[src/rtl/filter_frame_sequencer.sv]
// Frame sequencer for the 3x3 grayscale filter: walks a frame buffer in
// raster order and produces read, filter-timing and write-address strobes.
module filter_frame_sequencer #(
  parameter int H_ACTIVE  = 320,
  parameter int V_ACTIVE  = 240,
  parameter int H_BLANK   = 4,
  parameter int VS_LEN    = 2,
  parameter int RD_LAT    = 1,
  parameter int DRAIN_LEN = 4
) (
  input  logic        clk,
  input  logic        rst_n,
  input  logic        start,
  input  logic        filter_ready,
  output logic        rd_en,
  output logic [16:0] rd_addr,
  output logic        vsync,
  output logic        active_area,
  output logic        enable,
  output logic [16:0] pixel_addr,
  output logic        wr_en,
  output logic [16:0] wr_addr,
  output logic        busy,
  output logic        done,
  output logic [7:0]  frame_cnt
);
  localparam int XW = $clog2(H_ACTIVE + 1);
  localparam int YW = $clog2(V_ACTIVE + 1);
  localparam int CW = 8;

  typedef enum logic [2:0] {
    IDLE, VSYNC, LINE, HBLANK, DRAIN, DONE
  } state_t;

  state_t        state_q, state_d;
  logic [XW-1:0] x_q, x_d;
  logic [YW-1:0] y_q, y_d;
  logic [CW-1:0] cnt_q, cnt_d;
  logic [16:0]   rd_addr_q, rd_addr_d;
  logic [16:0]   wr_addr_q, wr_addr_d;
  logic [7:0]    frame_cnt_q, frame_cnt_d;
  logic          rd_en_q, rd_en_d;
  logic          vsync_q, vsync_d;
  logic          busy_q, busy_d;
  logic          done_q, done_d;
  logic          en_pipe_q [RD_LAT];
  logic [16:0]   addr_pipe_q [RD_LAT];

  assign wr_en = filter_ready & busy_q;

  always_comb begin
    state_d     = state_q;
    x_d         = x_q;
    y_d         = y_q;
    cnt_d       = cnt_q;
    rd_addr_d   = rd_addr_q;
    wr_addr_d   = wr_addr_q + 17'(wr_en);
    frame_cnt_d = frame_cnt_q;
    unique case (state_q)
      IDLE: if (start) begin
        state_d   = VSYNC;
        x_d       = '0;
        y_d       = '0;
        cnt_d     = '0;
        rd_addr_d = '0;
        wr_addr_d = '0;
      end
      VSYNC: if (cnt_q == CW'(VS_LEN - 1)) begin
        state_d = LINE;
        cnt_d   = '0;
      end else begin
        cnt_d = cnt_q + CW'(1);
      end
      LINE: if (x_q == XW'(H_ACTIVE - 1)) begin
        state_d = HBLANK;
        cnt_d   = '0;
      end else begin
        x_d       = x_q + XW'(1);
        rd_addr_d = rd_addr_q + 17'(1);
      end
      HBLANK: if (cnt_q == CW'(H_BLANK - 1)) begin
        cnt_d = '0;
        // running address stays y*H_ACTIVE+x across the blank
        if (y_q < YW'(V_ACTIVE - 1)) begin
          state_d   = LINE;
          y_d       = y_q + YW'(1);
          x_d       = '0;
          rd_addr_d = rd_addr_q + 17'(1);
        end else begin
          state_d = DRAIN;
        end
      end else begin
        cnt_d = cnt_q + CW'(1);
      end
      DRAIN: if (cnt_q == CW'(DRAIN_LEN - 1)) begin
        state_d     = DONE;
        frame_cnt_d = frame_cnt_q + 8'd1;
      end else begin
        cnt_d = cnt_q + CW'(1);
      end
      DONE: state_d = IDLE;
      default: state_d = IDLE;
    endcase
    vsync_d = (state_d == VSYNC);
    rd_en_d = (state_d == LINE);
    busy_d  = (state_d != IDLE);
    done_d  = (state_d == DONE);
  end

  always_ff @(posedge clk or negedge rst_n) begin
    if (!rst_n) begin
      state_q     <= IDLE;
      x_q         <= '0;
      y_q         <= '0;
      cnt_q       <= '0;
      rd_addr_q   <= '0;
      wr_addr_q   <= '0;
      frame_cnt_q <= '0;
      rd_en_q     <= 1'b0;
      vsync_q     <= 1'b0;
      busy_q      <= 1'b0;
      done_q      <= 1'b0;
      for (int i = 0; i < RD_LAT; i++) begin
        en_pipe_q[i]   <= 1'b0;
        addr_pipe_q[i] <= '0;
      end
    end else begin
      state_q        <= state_d;
      x_q            <= x_d;
      y_q            <= y_d;
      cnt_q          <= cnt_d;
      rd_addr_q      <= rd_addr_d;
      wr_addr_q      <= wr_addr_d;
      frame_cnt_q    <= frame_cnt_d;
      rd_en_q        <= rd_en_d;
      vsync_q        <= vsync_d;
      busy_q         <= busy_d;
      done_q         <= done_d;
      en_pipe_q[0]   <= rd_en_q;
      addr_pipe_q[0] <= rd_addr_q;
      for (int i = 1; i < RD_LAT; i++) begin
        en_pipe_q[i]   <= en_pipe_q[i-1];
        addr_pipe_q[i] <= addr_pipe_q[i-1];
      end
    end
  end

  assign rd_en       = rd_en_q;
  assign rd_addr     = rd_addr_q;
  assign vsync       = vsync_q;
  assign active_area = en_pipe_q[RD_LAT-1];
  assign enable      = en_pipe_q[RD_LAT-1];
  assign pixel_addr  = addr_pipe_q[RD_LAT-1];
  assign wr_addr     = wr_addr_q;
  assign busy        = busy_q;
  assign done        = done_q;
  assign frame_cnt   = frame_cnt_q;
endmodule

[config.mk]
export PLATFORM = sky130hd
export DESIGN_NAME = filter_frame_sequencer
export DESIGN_NICKNAME = d
export VERILOG_FILES = /design/src/rtl/filter_frame_sequencer.sv
export SDC_FILE = /design/constraint.sdc
export NUM_CORES = 1
export LEC_CHECK = 0
export ABC_AREA = 1
export BUFFER_PORTS_ARGS = -buffer_cell sky130_fd_sc_hd__clkbuf_2
export CORE_ASPECT_RATIO = 1.2
export CORE_MARGIN = 5
export CORE_UTILIZATION = 55
export DETAILED_ROUTE_END_ITERATION = 10
export PLACE_DENSITY = 0.77
export SLEW_MARGIN = 20
export SYNTH_ARGS = -nofsm -noshare
export SYNTH_HDL_FRONTEND = slang
export SYNTH_SLANG_ARGS = --single-unit
export TNS_END_PERCENT = 100
[constraint.sdc]
create_clock -name clk -period 2.35 [get_ports clk]
set_clock_uncertainty 0.2 [all_clocks]
set_input_delay 0.47 -clock clk [delete_from_list [all_inputs] [get_ports clk]]
set_output_delay 0.47 -clock clk [all_outputs]
set_load 0.01 [all_outputs]
==> key figures <==
Detailed routing
  • Post-DRT Antenna Nets: 0
  • Initial DRC count: 150
  • DR vias: 3987
  • # DRC: 0
  • Total wire length: 9760 µm
  • DR vias/cell: 5.03
  • WL/cell: 12.3 µm
  • Drt first pass iters: 4

Setup path
  • Critical path fanouts, max: 27
  • Slowest CP cell: dfrtp_1
  • CP Launch Type: flop
  • CP peak stage delay: 0.42 ns
  • CP Capture Type: flop
  • Req. time, crit path: 2.40 ns
  • Buf/Inv on CP: 1
  • CP Class: reg -> reg
  • CP top delay family: simple AND/OR/NAND/NOR gates
  • Crit path cell chain: ha_1 -> nand2_2 -> nor2_4 -> nor2_4 -> nor2_2 -> nand3_4 -> buf_12 -> nand2_2 -> o21ai_2
  • Worst EP arrival: 2.11 ns

Clock network
  • Clock latency on the worst-skew pair: 0.36 ns
  • Post-CTS Setup Repair Bufs: 0
  • H-tree depth: 3
  • Total CTS buffers: 9
  • Root buffer cell: clkbuf_8
  • Post-CTS sizing: 0
  • CTS sink cnt: 92
  • CTS Buffer Depth: 2
  • TritonCTS clock tree: built
  • Clock transition at the registers of the reported paths: 0.09 ns

Synthesis
  • Async set-or-reset flop fraction in the synthesized netlist: 100%
  • Post-synth top area cell: dfrtp_1
  • Post-synthesis register bit count: 92
  • Register area share after synthesis: 47.1%
  • Post-Syn Instances: 595
  • Area share of the largest cell type after synthesis: 47.1%
  • Synth area leaders: dfrtp_1 (47%), nand2_1 (13%), nor2_1 (5.6%)
  • Most used DFF post-synth: dfrtp_1
  • Syn Std Cell Area: 4890 µm²
  • Synth unique cells: 36
  • Post-synthesis average cell area: 8.22 µm²
  • Synth Net Count: 607
  • Ys Warns: 0
  • Number of synthesized flops with an enable pin: 0

STA
  • RSZ-0062 raised after global routing: no
  • Setup TNS: 0 ns
  • Fmax: 484 MHz
  • Period utilization: 87.9%
  • Worst-Margin Slew: 0.481 ns
  • Final setup fails: 0
  • Final Max Tran Viols: 0
  • Max-slew headroom at the worst pin: 67.9%
  • Final Hold Vio Count: 0
  • Min Tclk post-route: 2.07 ns

Floorplan
  • Overall die area: 10900 µm²
  • Ports: 70
  • Die Ht: 113 µm
  • Die Span X: 96.1 µm
  • Row Count: 37
  • Initial Util: 56.8%
  • Core area: 8610 µm²

Hold path
  • HP Class: in -> reg

Layout
  • Nets: 682
  • Antenna Cells: 0
  • Multi-input gate area: 2240 µm²
  • Area Growth Syn to Fin: 14.3%
  • Non-Filler Instances: 792
  • # fillers: 750
  • FF/Latch Area: 2300 µm²
  • Share of layout cells above drive strength 1: 23.7%
  • Fin util: 64.9%

Place
  • # port buffers: 69
  • Placed insts: 775
  • DP HPWL: 7330 µm
  • Gp weighted congestion: 0.872

Run
  • Max cap viols: 0

GRT
  • M2 GR Usage: 33.5%
  • First-pass GRT wire length: 17000 µm
  • M3 GR Usage: 3.52%
  • Largest net degree at the start of global routing: 93
  • Initial antenna violation count: 0
  • GRT met1 Usage: 23.6%
  • Vias in the first global route: 3783
  • Most Crowded Layer GR: met2
  • GRT Overall Usage: 19.4%
  • Congestion Overflow GR: 0

Power
  • Leak: 2.87 nW
  • Max VDD drop: 0.271 mV
  • Power per Cell Area: 596 nW/µm²

Run status
  • Outcome: completed
worst reg2reg max path: stages (launching register included):
cell	delay, ns
dfrtp_1	0.42
ha_1	0.23
nand2_2	0.09
nor2_4	0.16
nor2_4	0.05
nor2_2	0.18
nand3_4	0.24
buf_12	0.25
nand2_2	0.08
o21ai_2	0.05
area by class of cell:
cell class                      count  area share [%]
Sequential cell                    92            41.2
Multi-Input combinational cell    425            40.1
Timing Repair Buffer               73            7.25
Inverter                           69            4.68
Tap cell                          117            2.62
Clock buffer                       10            2.46
Clock inverter                      6            1.72
layer usage:
| metal | part of all wire, % | wire [µm] |
|---|---|---|
| met3 | 4.3 | 424 |
| met5 | 0 | 0 |
| met1 | 41 | 4050 |
| met4 | 2.3 | 225 |
| met2 | 52 | 5070 |
sequential cells by signal, indices dropped and copies added, names as in the netlist, 3 cells and up:
signal	cells
state_q	3
y_q	8
rd_addr	17
frame_cnt	8
pixel_addr	17
wr_addr	17
cnt_q	8
x_q	9
power by group:
part           switching [mW]  leakage (nW)  internal [mW]  total [mW]
combinational           0.225          1.59          0.137       0.362
clock                   0.575         0.115          0.639        1.21
sequential             0.0937          1.17           1.66        1.75
per-stage QoR:
step	hold slack, ns	worst slack [ns]	total power [mW]	instance area (µm²)
2_1_floorplan	-0.0256	0.207	1.97	4890
3_3_place_gp	0.223	0.276	2.14	5340
3_5_place_dp	0.235	0.219	2.14	5340
4_1_cts	0.179	0.257	3.36	5590
5_1_grt	0.192	0.0936	3.50	5590
6_report	0.188	0.284	3.33	5590
kinds of logic (layout without fill, tap and decap cells):
family / after synthesis / in the layout / share of synthesized area, %
and+or+nand+nor: 337 / 337 / 31.4
DFF: 92 / 92 / 47.1
buffers and inverters: 78 / 158 / 7.14
AOI/OAI and AO/OA: 53 / 53 / 7.45
xor gates and xnor gates: 27 / 27 / 4.84
adders and majority gates: 8 / 8 / 2.05
cells in the final DEF (no fill, tap or decap), drive strengths merged, types with 8 or more instances in the layout:
| cell type | instances |
|---|---|
| dfrtp | 92 |
| nand2 | 185 |
| nor2 | 81 |
| ha | 8 |
| o21ai | 30 |
| a21oi | 11 |
| or2 | 9 |
| nor3 | 12 |
| nand3 | 38 |
| xor2 | 21 |
| nand4 | 9 |
| inv | 69 |
| clkbuf | 78 |
worst paths after layout:
kind,depth (start not counted),from,to,slack [ns]
hold reg to reg,0,rd_en,active_area,0.25
hold / removal,2,start,wr_addr[15],0.19
max in group asynchronous,3,rst_n,cnt_q[3],1.09
setup / recovery,9,cnt_q[0],rd_addr[4],0.28
min in group asynchronous,3,rst_n,done,0.47
setup reg to reg,9,cnt_q[0],rd_addr[4],0.28
repair_timing:
action / in CTS / in global routing
hold buffers: 1 / 0
hold endpoints to repair: 92 / 0
endpoints found under the setup margin: 0 / 0
cell usage after synthesis (3+ instances only):
master / instances
nor2_1: 73
or2_2: 9
buf_6: 6
ha_1: 8
dfrtp_1: 92
nand2_1: 166
xnor2_1: 6
nand3_1: 35
nor3_1: 11
inv_2: 11
nand2_4: 3
a21oi_1: 11
inv_1: 56
nor2_4: 6
nand4_1: 9
o31ai_1: 4
o21ai_0: 10
o21ai_2: 18
xor2_1: 21
o21bai_1: 4
nand2_2: 16
No activity file was read; power rests on OpenSTA's default activity.
